**config.mk**
```make
export PLATFORM = sky130hd
export DESIGN_NAME = word_rom_sched_flat
export DESIGN_NICKNAME = d
export VERILOG_FILES = /design/src/rtl/word_rom_sched_if.sv /design/src/rtl/word_rom_sched.sv /design/src/flat_wrapper.sv
export SDC_FILE = /design/constraint.sdc
export NUM_CORES = 1
export LEC_CHECK = 0
export ABC_AREA = 1
export CORE_UTILIZATION = 37
export DETAILED_ROUTE_END_ITERATION = 12
export MAX_ROUTING_LAYER = met4
export PLACE_DENSITY = 0.84
export SYNTH_ARGS = -nofsm -noshare
export SYNTH_HDL_FRONTEND = slang
export SYNTH_SLANG_ARGS = --single-unit
```
**constraint.sdc**
```tcl
create_clock -name clk -period 1.39 [get_ports clk]
set_input_delay 0.3475 -clock clk [delete_from_list [all_inputs] [get_ports clk]]
set_output_delay 0.3475 -clock clk [all_outputs]
set_load 0.1 [all_outputs]
```
**src/rtl/word_rom_sched_if.sv**
```systemverilog
// Bundle between the two-requester burst scheduler and its environment:
// requests/grants, the shared synchronous-read word memory and the returned word stream.
interface word_rom_sched_if #(
  parameter int DATA_W = 32,
  parameter int ADDR_W = 7
);
  logic              req0;
  logic              req1;
  logic [ADDR_W-1:0] base0;
  logic [ADDR_W-1:0] base1;
  logic [ADDR_W-1:0] len0;
  logic [ADDR_W-1:0] len1;
  logic              gnt0;
  logic              gnt1;
  logic              mem_en;
  logic [ADDR_W-1:0] mem_addr;
  logic [DATA_W-1:0] mem_rdata;
  logic              rd_valid;
  logic [DATA_W-1:0] rd_data;
  logic              rd_last;
  logic              rd_id;
  logic              busy;

  // Requesters plus memory model side.
  modport master (
    output req0, req1, base0, base1, len0, len1, mem_rdata,
    input  gnt0, gnt1, mem_en, mem_addr, rd_valid, rd_data, rd_last, rd_id, busy
  );

  // Scheduler side.
  modport slave (
    input  req0, req1, base0, base1, len0, len1, mem_rdata,
    output gnt0, gnt1, mem_en, mem_addr, rd_valid, rd_data, rd_last, rd_id, busy
  );
endinterface

```
**src/rtl/word_rom_sched.sv**
```systemverilog
// Round-robin burst scheduler for two requesters sharing one synchronous-read word memory.
// Optional feature macro: WORD_ROM_SCHED_ABORT_EN adds an abort input that cuts a burst short.
module word_rom_sched #(
  parameter int DATA_W = 32,
  parameter int ADDR_W = 7
) (
  input  logic             clk,
  input  logic             rst_n,
`ifdef WORD_ROM_SCHED_ABORT_EN
  input  logic             abort,
`endif
  word_rom_sched_if.slave  bus
);

  typedef enum logic [1:0] {
    IDLE  = 2'd0,
    BURST = 2'd1,
    DRAIN = 2'd2
  } state_t;

  localparam logic [ADDR_W-1:0] ADDR_ZERO = {ADDR_W{1'b0}};
  localparam logic [ADDR_W-1:0] ADDR_ONE  = {{(ADDR_W-1){1'b0}}, 1'b1};

  state_t            state_r;
  state_t            state_s;
  logic              gnt0_s;
  logic              gnt1_s;
  logic              issue_s;
  logic              last_s;
  logic              stop_s;
  logic              abort_req_s;

  logic              gnt0_r;
  logic              gnt1_r;
  logic [ADDR_W-1:0] base_r;
  logic [ADDR_W-1:0] len_r;
  logic [ADDR_W-1:0] cnt_r;
  logic              id_r;
  logic              last_gnt_r;
  logic              mem_en_r;
  logic [ADDR_W-1:0] mem_addr_r;
  logic              mem_last_r;
  logic              rd_valid_r;
  logic              rd_last_r;
  logic              rd_id_r;
  logic              busy_r;

`ifdef WORD_ROM_SCHED_ABORT_EN
  assign abort_req_s = abort;
`else
  assign abort_req_s = 1'b0;
`endif

  // State register.
  always_ff @(posedge clk or negedge rst_n) begin
    if (!rst_n) begin
      state_r <= IDLE;
    end else begin
      state_r <= state_s;
    end
  end

  // Next state, arbitration and issue decisions; on a tie the requester not granted last wins.
  always_comb begin
    state_s = state_r;
    gnt0_s  = 1'b0;
    gnt1_s  = 1'b0;
    issue_s = 1'b0;
    last_s  = 1'b0;
    stop_s  = 1'b0;
    case (state_r)
      IDLE: begin
        if (bus.req0 && (!bus.req1 || last_gnt_r)) begin
          gnt0_s  = 1'b1;
          state_s = BURST;
        end else if (bus.req1) begin
          gnt1_s  = 1'b1;
          state_s = BURST;
        end else begin
          state_s = IDLE;
        end
      end
      BURST: begin
        if (abort_req_s) begin
          stop_s  = 1'b1;
          state_s = DRAIN;
        end else begin
          issue_s = 1'b1;
          if (cnt_r == len_r) begin
            last_s  = 1'b1;
            state_s = DRAIN;
          end else begin
            state_s = BURST;
          end
        end
      end
      DRAIN:   state_s = IDLE;
      default: state_s = IDLE;
    endcase
  end

  // Burst context, memory issue and returned-stream registers.
  always_ff @(posedge clk or negedge rst_n) begin
    if (!rst_n) begin
      gnt0_r     <= 1'b0;
      gnt1_r     <= 1'b0;
      base_r     <= ADDR_ZERO;
      len_r      <= ADDR_ZERO;
      cnt_r      <= ADDR_ZERO;
      id_r       <= 1'b0;
      last_gnt_r <= 1'b1;
      mem_en_r   <= 1'b0;
      mem_addr_r <= ADDR_ZERO;
      mem_last_r <= 1'b0;
      rd_valid_r <= 1'b0;
      rd_last_r  <= 1'b0;
      rd_id_r    <= 1'b0;
      busy_r     <= 1'b0;
    end else begin
      gnt0_r <= gnt0_s;
      gnt1_r <= gnt1_s;
      if (gnt0_s || gnt1_s) begin
        base_r     <= gnt0_s ? bus.base0 : bus.base1;
        len_r      <= gnt0_s ? bus.len0 : bus.len1;
        id_r       <= gnt1_s;
        last_gnt_r <= gnt1_s;
        cnt_r      <= ADDR_ZERO;
      end else if (issue_s) begin
        cnt_r <= cnt_r + ADDR_ONE;
      end
      mem_en_r <= issue_s;
      if (issue_s) begin
        mem_addr_r <= base_r + cnt_r;
      end
      mem_last_r <= last_s;
      rd_valid_r <= mem_en_r;
      // An abort tags the word already in flight as the last one.
      rd_last_r  <= mem_en_r & (mem_last_r | stop_s);
      if (mem_en_r) begin
        rd_id_r <= id_r;
      end
      busy_r <= (state_s != IDLE);
    end
  end

  assign bus.gnt0     = gnt0_r;
  assign bus.gnt1     = gnt1_r;
  assign bus.mem_en   = mem_en_r;
  assign bus.mem_addr = mem_addr_r;
  assign bus.rd_valid = rd_valid_r;
  assign bus.rd_data  = rd_valid_r ? bus.mem_rdata : {DATA_W{1'b0}};
  assign bus.rd_last  = rd_last_r;
  assign bus.rd_id    = rd_id_r;
  assign bus.busy     = busy_r;

endmodule

```
**src/flat_wrapper.sv**
```systemverilog
// flat-port wrapper written by rule: the top's interface ports become plain ports
module word_rom_sched_flat 
#(
  parameter int DATA_W = 32,
  parameter int ADDR_W = 7
)
  (clk, rst_n, bus_req0, bus_req1, bus_base0, bus_base1, bus_len0, bus_len1, bus_mem_rdata, bus_gnt0, bus_gnt1, bus_mem_en, bus_mem_addr, bus_rd_valid, bus_rd_data, bus_rd_last, bus_rd_id, bus_busy);
  word_rom_sched_if #(.DATA_W(DATA_W), .ADDR_W(ADDR_W)) bus_i ();
  input  logic clk;
  input  logic rst_n;
  input wire logic [$bits(bus_i.req0)-1:0] bus_req0;
  input wire logic [$bits(bus_i.req1)-1:0] bus_req1;
  input wire logic [$bits(bus_i.base0)-1:0] bus_base0;
  input wire logic [$bits(bus_i.base1)-1:0] bus_base1;
  input wire logic [$bits(bus_i.len0)-1:0] bus_len0;
  input wire logic [$bits(bus_i.len1)-1:0] bus_len1;
  input wire logic [$bits(bus_i.mem_rdata)-1:0] bus_mem_rdata;
  output wire logic [$bits(bus_i.gnt0)-1:0] bus_gnt0;
  output wire logic [$bits(bus_i.gnt1)-1:0] bus_gnt1;
  output wire logic [$bits(bus_i.mem_en)-1:0] bus_mem_en;
  output wire logic [$bits(bus_i.mem_addr)-1:0] bus_mem_addr;
  output wire logic [$bits(bus_i.rd_valid)-1:0] bus_rd_valid;
  output wire logic [$bits(bus_i.rd_data)-1:0] bus_rd_data;
  output wire logic [$bits(bus_i.rd_last)-1:0] bus_rd_last;
  output wire logic [$bits(bus_i.rd_id)-1:0] bus_rd_id;
  output wire logic [$bits(bus_i.busy)-1:0] bus_busy;
  assign bus_i.req0 = bus_req0;
  assign bus_i.req1 = bus_req1;
  assign bus_i.base0 = bus_base0;
  assign bus_i.base1 = bus_base1;
  assign bus_i.len0 = bus_len0;
  assign bus_i.len1 = bus_len1;
  assign bus_i.mem_rdata = bus_mem_rdata;
  assign bus_gnt0 = bus_i.gnt0;
  assign bus_gnt1 = bus_i.gnt1;
  assign bus_mem_en = bus_i.mem_en;
  assign bus_mem_addr = bus_i.mem_addr;
  assign bus_rd_valid = bus_i.rd_valid;
  assign bus_rd_data = bus_i.rd_data;
  assign bus_rd_last = bus_i.rd_last;
  assign bus_rd_id = bus_i.rd_id;
  assign bus_busy = bus_i.busy;
  word_rom_sched #(.DATA_W(DATA_W), .ADDR_W(ADDR_W)) u_core (.clk(clk), .rst_n(rst_n), .bus(bus_i));
endmodule
```
==> run summary, run 1 <==
Hold EP: u_core.bus.rd_valid
CP Cell Sequence: buf_12 > nand2_2 > clkinvlp_4 > buf_12
Final min period: 1.71 ns
top cells by area, synth: dfrtp_1 (42%), nand2_1 (17%), inv_1 (10%)
met2 wire length: 4.25 mm
syn nets: 396
fin cells: 542
Mean Syn Cell Area: 7.18 um2
CP startpoint kind: flip-flop
LEAKAGE: 2.19 nW
min-delay worst type: flip-flop to flip-flop
worst slew pin tran: 0.389 ns
CTS Buf Count: 5
die area: 6610 um2
Routed Antenna Nets: 0
Yosys cell types: 25
RSZ-0062 raised after global routing: true
status: finished, violations left
max cap viols: 0
RR Startpoint: u_core.cnt_r[0]
final routed DRC violation total: 0
Placed Cells: 524
count of state elements after synthesis: 40
Final Hold Viols: 0
total grt overflow: 0
Final Skew: 0.00302 ns
Post-DP HPWL: 5.77 mm
post-synthesis cell count: 324
Rows: 28
clock sinks: 40
post-synth top area share: 41.9%
DR iter-0 viols: 169
fin. max-slew vios: 0
uppermost layer routed: met4
failing checks: negative setup slack
Wirelength per Cell: 15.4 um
CTS tree: built
Worst Hold Launch: u_core.bus.mem_en
Core Area: 5990 um2
CP peak stage delay: 0.51 ns
vias per cell: 4.99
DR WL met3: 767 um
Syn-to-layout area delta: 106%
Seq/Total Area, Yosys: 43.1%
Worst-Skew Late Latency: 0.30 ns
vias in the first global route: 2,653
Total Wirelength: 8.36 mm
Syn Std Cell Area: 2330 um2
Final period util: 123%
Nets: 538
reg2reg end: u_core.bus.mem_addr[6]
clk root buf: clkbuf_8
Final Wtd Congestion: 0.904
CP Capture Type: output pin
Worst EP arrival: 1.36 ns
flop2flop setup slack: -0.26 ns
hold path cells: 0
PnR worst setup slack: -0.316 ns
slowest CP cell: dfrtp_4
Worst Reg2Reg Path Length in Cells: 8
I/O Buffers: 109
H-tree depth: 2
largest net degree at the start of global routing: 28
Inserted Diodes: 0
critical path type: flip-flop to output pin
Final Setup Violations: 37
clk buf depth: 2
die width: 81.3 um
Critical Path RT: 1.04 ns
PD cells: 2600 nW/um2
met1 WL: 3.04 mm
Reg clk slew, reported paths: 0.07 ns
post-synthesis async set-or-reset flop share: 100%
first-pass GRT wire length: 12.1 mm
Largest delay share family, worst path: flip-flops
Buf+Inv Stages, Crit Path: 3
share of layout cells above drive strength 1: 42.6%
Worst path most repeated cell: buf_12
Starting Density: 38.8%
Post-synth EDFFs: 0
Max rail drop VDD: 1.69 mV
Commonest cells post-synth: nand2_1 (107), inv_1 (64), dfrtp_1 (39)
most frequent cell after synthesis: nand2_1
Die Y: 81.3 um
Hold WS: 0.453 ns
IO Pins: 110
vias: 2,702
DP Worst Slack: -0.283 ns
Top FF cell, synth: dfrtp_1
1st-pass router iterations: 5
largest area contributor in the netlist: dfrtp_1
Slew Limit Headroom: 74.0%
Syn. warnings: 0
worst-path fanout max: 20
total track usage: 25.1%
Peak Freq: 0.586 GHz
number of antenna violations at the first check in global routing: 0
==> through the flow <==
stage	instance area, um2	setup TNS, ns	util (%)	total power [W]
6_report	4790	-9.93	79.9	0.0124
5_1_grt	4790	-11.45	79.9	0.0130
4_1_cts	4530	-9.63	75.7	0.0114
3_5_place_dp	4370	-9.10	72.9	0.0103
3_3_place_gp	4370	-6.56	72.9	0.0100
2_1_floorplan	2600	-9.12	-	0.00736
==> logic make-up after synthesis <==
logic type,count (synthesis),synth area share [%]
AND/OR/NAND/NOR,159,29.0
buffers and inverters,73,12.8
AO/OA/AOI/OAI,40,8.87
flip-flops,40,43.1
adder cells (fa/ha/maj),8,4.62
XOR/XNOR,3,1.13
multiplexers,1,0.484
==> area by class of cell <==
| class | count | area [um2] |
|---|---|---|
| flip-flops and latches | 40 | 1010 |
| well taps | 75 | 93.8 |
| clock buffers | 8 | 90.1 |
| inverters | 64 | 360 |
| multi-input cells | 211 | 1340 |
| repair buffers | 144 | 1900 |
| fillers | 347 | 1200 |
==> where the power goes <==
group / switching [W] / internal (W)
sequential: 0.000519 / 0.00171
clock: 0.000404 / 0.000405
combinational: 0.00582 / 0.00358
total: 0.00674 / 0.00570
==> sequential cells by signal (all words and copies together), names as in the netlist, 2 cells and up <==
| signal | flops |
|---|---|
| u_core.cnt_r | 7 |
| u_core.state_r | 2 |
| u_core.base_r | 7 |
| u_core.len_r | 7 |
| u_core.bus.mem_addr | 7 |
==> metal layers <==
layer,up-vias,global-route usage (%)
met4,0,9.82
met1,1255,26.6
li1,1269,-
met2,150,44.4
met5,-,-
met3,28,6.29
==> worst max path at each step <==
stage                     slack, ns         endpoint  depth (start not counted)                 from
after floorplan               -0.29  bus_rd_data[10]                          3  u_core.bus.rd_valid
final                         -0.32  bus_rd_data[26]                          4  u_core.bus.rd_valid
after global routing          -0.35  bus_rd_data[30]                          4  u_core.bus.rd_valid
after CTS                     -0.32  bus_rd_data[26]                          4  u_core.bus.rd_valid
after detailed placement      -0.28  u_core.cnt_r[1]                          7             bus_req1
after global placement        -0.20  u_core.cnt_r[0]                          7             bus_req1
==> placed cells by master, fill, tap and decap left out, types with 2 or more instances in the layout <==
cell              n
a21oi_1          16
a21oi_2           2
buf_12           51
buf_4            25
buf_6             3
clkbuf_1          2
clkbuf_8          6
clkdlybuf4s50_1  60
clkinvlp_4       32
dfrtp_1          35
dfrtp_2           3
dlymetal6s2s_1    2
ha_4              5
inv_1            31
nand2_1          61
nand2_2          38
nand2_4          11
nand3_1          10
nand3_2           4
nand3_4           2
nand4_1           4
nor2_1           19
nor2_2            2
nor2_4            5
nor3_1            2
o21ai_0           6
o21ai_1          10
o22ai_1           5
xnor2_1           3
==> timing repair <==
| action | CTS | global route |
|---|---|---|
| hold buffers | 1 | 0 |
| setup endpoints to repair | 38 | 55 |
| buffers inserted | 3 | 7 |
| hold endpoints to repair | 13 | 0 |
| gates resized for setup | 13 | 55 |
| pin swaps | 4 | 14 |
Power figures use the tool's default switching activity.
==> run 2, diff against run 1 <==
ABC_AREA = 0   (was 1)
CORE_UTILIZATION = 36   (was 37)
==> run summary, run 2 <==
status: finished, violations left
failing checks: negative setup slack
worst slew pin tran: 0.388 ns (-0.00159 ns)
clk buf depth: 2 (unchanged)
Syn-to-layout area delta: 105%
first-pass GRT wire length: 10.2 mm (-16%)
Slew Limit Headroom: 74.1% (about the same)
min-delay worst type: input port to asynchronous set/reset pin
Critical Path RT: 1.58 ns (+0.54 ns)
number of antenna violations at the first check in global routing: 0 (unchanged)
Worst EP arrival: 1.93 ns (+0.57 ns)
Worst Reg2Reg Path Length in Cells: 6 (-2)
Wirelength per Cell: 16.7 um (+8.1%)
most frequent cell after synthesis: dfrtp_1
total track usage: 22.2% (-2.9 points)
Post-synth EDFFs: 0 (unchanged)
CTS tree: built
post-synthesis async set-or-reset flop share: 100% (unchanged)
Final min period: 1.73 ns (+0.0269 ns)
CP startpoint kind: flip-flop
Max rail drop VDD: 1.39 mV (-18%)
PD cells: 2510 nW/um2 (-3.4%)
PnR worst setup slack: -0.343 ns (-0.0269 ns)
commonest cells after routing, fill and taps aside: clkdlybuf4s50_1 (61), buf_12 (49), dfrtp_1 (35)
syn nets: 289 (-27%)
Top FF cell, synth: dfrtp_1
reg2reg end: u_core.bus.mem_addr[6]
vias per cell: 4.92 (-1.2%)
clock sinks: 40 (unchanged)
fin. max-slew vios: 0 (unchanged)
power share of the sequential group: 19.2% (+1.2 points)
post-synth top area share: 45.0% (+3.0 points)
IO Pins: 110 (unchanged)
Worst-Skew Late Latency: 0.30 ns (about the same)
Syn. warnings: 0 (unchanged)
max cap viols: 0 (unchanged)
clock power share: 11.7% (+5.2 points)
Reg clk slew, reported paths: 0.08 ns (about the same)
share of layout cells above drive strength 1: 40.8% (-1.8 points)
Nets: 429 (-20%)
met2 GRT Util: 42.0% (-2.5 points)
flop2flop setup slack: -0.34 ns (-0.08 ns)
Commonest cells post-synth: dfrtp_1 (39), and2_1 (35), nand2_1 (32)
DR iter-0 viols: 47 (-72%)
Final Skew: 0.00322 ns (+0.000194 ns)
critical path type: flip-flop to flip-flop
Final Wtd Congestion: 0.845 (-6.5%)
H-tree depth: 2 (unchanged)
Core Area: 5640 um2 (-5.8%)
slowest CP cell: dfrtp_1
worst-path fanout max: 2 (-90%)
Yosys cell types: 37 (+48%)
Starting Density: 38.5% (-0.37 points)
CP peak stage delay: 0.40 ns (-0.11 ns)
final routed DRC violation total: 0 (unchanged)
internal power: 0.00579 W (+1.7%)
count of state elements after synthesis: 40 (unchanged)
Core Util, Final: 78.7% (-1.2 points)
1st-pass router iterations: 4 (-1)
Seq/Total Area, Yosys: 46.2% (+3.1 points)
RSZ-0062 raised after global routing: true
most common cell after layout, fill and taps aside: clkdlybuf4s50_1
I/O Buffers: 109 (unchanged)
Post-DP HPWL: 5.06 mm (-12%)
Final period util: 125% (+1.9 points)
RR Startpoint: u_core.base_r[0]
largest net degree at the start of global routing: 41 (+46%)
grt peak-use layer: met2
sw frac: 48.0% (-6.2 points)
Final Setup Violations: 39 (+5.4%)
Peak Freq: 0.577 GHz (-1.6%)
Die Y: 79.7 um (-2.0%)
vias in the first global route: 2,068 (-22%)
Hold WS: 0.00599 ns (-0.447 ns)
# hold bufs at CTS: 0 (-1)
met3 Use GR: 5.94% (-0.35 points)
Inserted Diodes: 0 (unchanged)
vias: 2,117 (-22%)
die area: 6340 um2 (-4.0%)
Total Wirelength: 7.17 mm (-14%)
clk root buf: clkbuf_8
P_sw: 0.00534 W (-21%)
Final Hold Viols: 0 (unchanged)
LEAKAGE: 2.09 nW (-4.9%)
GRT met1 Usage: 22.0% (-4.6 points)
CP Capture Type: flip-flop
top cells by area, synth: dfrtp_1 (45%), and2_1 (10%), mux2i_1 (6.0%)
largest area contributor in the netlist: dfrtp_1
total grt overflow: 0 (unchanged)
Rows: 27 (-3.6%)
Routed Antenna Nets: 0 (unchanged)
CP Cell Sequence: ha_2 > fa_2 > a21o_1 > a221oi_2 > xnor2_1 > o21ai_2
CTS Buf Count: 5 (unchanged)
Syn Std Cell Area: 2170 um2 (-6.7%)
die width: 79.7 um (-2.0%)
Mean Syn Cell Area: 10.0 um2 (+39%)
Filler Cell Count: 339 (-2.3%)
post-synthesis cell count: 217 (-33%)
combinational power share: 69.1% (-6.4 points)
## run 2: cell types whose count changed after synthesis, sizes merged, moves of 11 or more
| cell | change |
|---|---|
| a21oi | -11 |
| nor2 | -18 |
| and2 | +35 |
| nand3 | -14 |
| nand2 | -78 |
| mux2i | +13 |
| inv | -62 |
## run 2: layout make-up
type | instances | area (um2) | share of cell area, %
repair buffers | 141 | 1890 | 42.5
flip-flops and latches | 40 | 1010 | 22.7
clock inverters | 3 | 90.1 | 2.03
clock buffers | 5 | 68.8 | 1.55
inverters | 2 | 10.0 | 0.225
multi-input cells | 167 | 1280 | 28.9
well taps | 72 | 90.1 | 2.03
## run 2: power by group through the flow
| stage | clock network [W] | registers [W] | logic [W] |
|---|---|---|---|
| floorplan | 0 | 0.00314 | 0.00343 |
| global placement | 0 | 0.00207 | 0.00704 |
| detailed placement | 0 | 0.00211 | 0.00719 |
| CTS | 0.00132 | 0.00210 | 0.00733 |
| global route | 0.00137 | 0.00219 | 0.00804 |
| finish | 0.00131 | 0.00213 | 0.00770 |
## run 2: worst max-delay path by stage
stage          slack [ns]              from                endpoint
2_1_floorplan       -0.31   u_core.cnt_r[0]  u_core.bus.mem_addr[6]
3_3_place_gp        -0.27  u_core.base_r[0]  u_core.bus.mem_addr[6]
3_5_place_dp        -0.34  u_core.base_r[0]  u_core.bus.mem_addr[6]
4_1_cts             -0.32  u_core.base_r[0]  u_core.bus.mem_addr[4]
5_1_grt             -0.37  u_core.base_r[0]  u_core.bus.mem_addr[6]
6_report            -0.34  u_core.base_r[0]  u_core.bus.mem_addr[6]
## run 2: logic make-up after synthesis
logic type / synth area share, %
compound gates: 9.86
xor+xnor: 6.86
fa+ha+maj: 4.96
buf+inv: 3.05
flops: 46.2
mux: 6.51
simple gates: 22.6
## run 2: what timing repair did
item | in CTS | in global routing
pin swaps | 5 | 14
gates cloned | 2 | 3
buffers inserted | 2 | 4
setup endpoints to repair | 45 | 58
resized for setup | 8 | 19
## run 2: metal layers
metal  vias to the layer above  share of wire (%)
li1                       1010                  -
met1                       998                 35
met2                        97                 56
met3                        12                7.0
met4                         0                1.9
met5                         -                  0
## run 2: critical path: cells and delay by family, from the launching register on
| family | cells | cell delay, ns |
|---|---|---|
| adders and majority gates | 2 | 0.55 |
| AOI/OAI and AO/OA | 3 | 0.51 |
| DFF | 1 | 0.40 |
| xor gates and xnor gates | 1 | 0.17 |
## run 2: per-stage QoR
| stage | power [W] | instances | setup slack, ns | setup TNS, ns | area [um2] |
|---|---|---|---|---|---|
| after CTS | 0.0108 | 424 | -0.321 | -8.99 | 4280 |
| final | 0.0111 | 430 | -0.343 | -10.06 | 4440 |
| after global routing | 0.0116 | 430 | -0.370 | -11.82 | 4440 |
| after detailed placement | 0.00930 | 412 | -0.337 | -8.85 | 4060 |
| after floorplan | 0.00657 | 217 | -0.309 | -4.40 | 2300 |
| after global placement | 0.00911 | 412 | -0.271 | -7.66 | 4060 |
==> run 3, diff against run 2 <==
CTS_BUF_LIST = sky130_fd_sc_hd__clkbuf_4 sky130_fd_sc_hd__clkbuf_8 sky130_fd_sc_hd__clkbuf_16   (was not set)
==> results of run 3 <==
No change in the layout: final DEF, timing and power equal those of run 2.
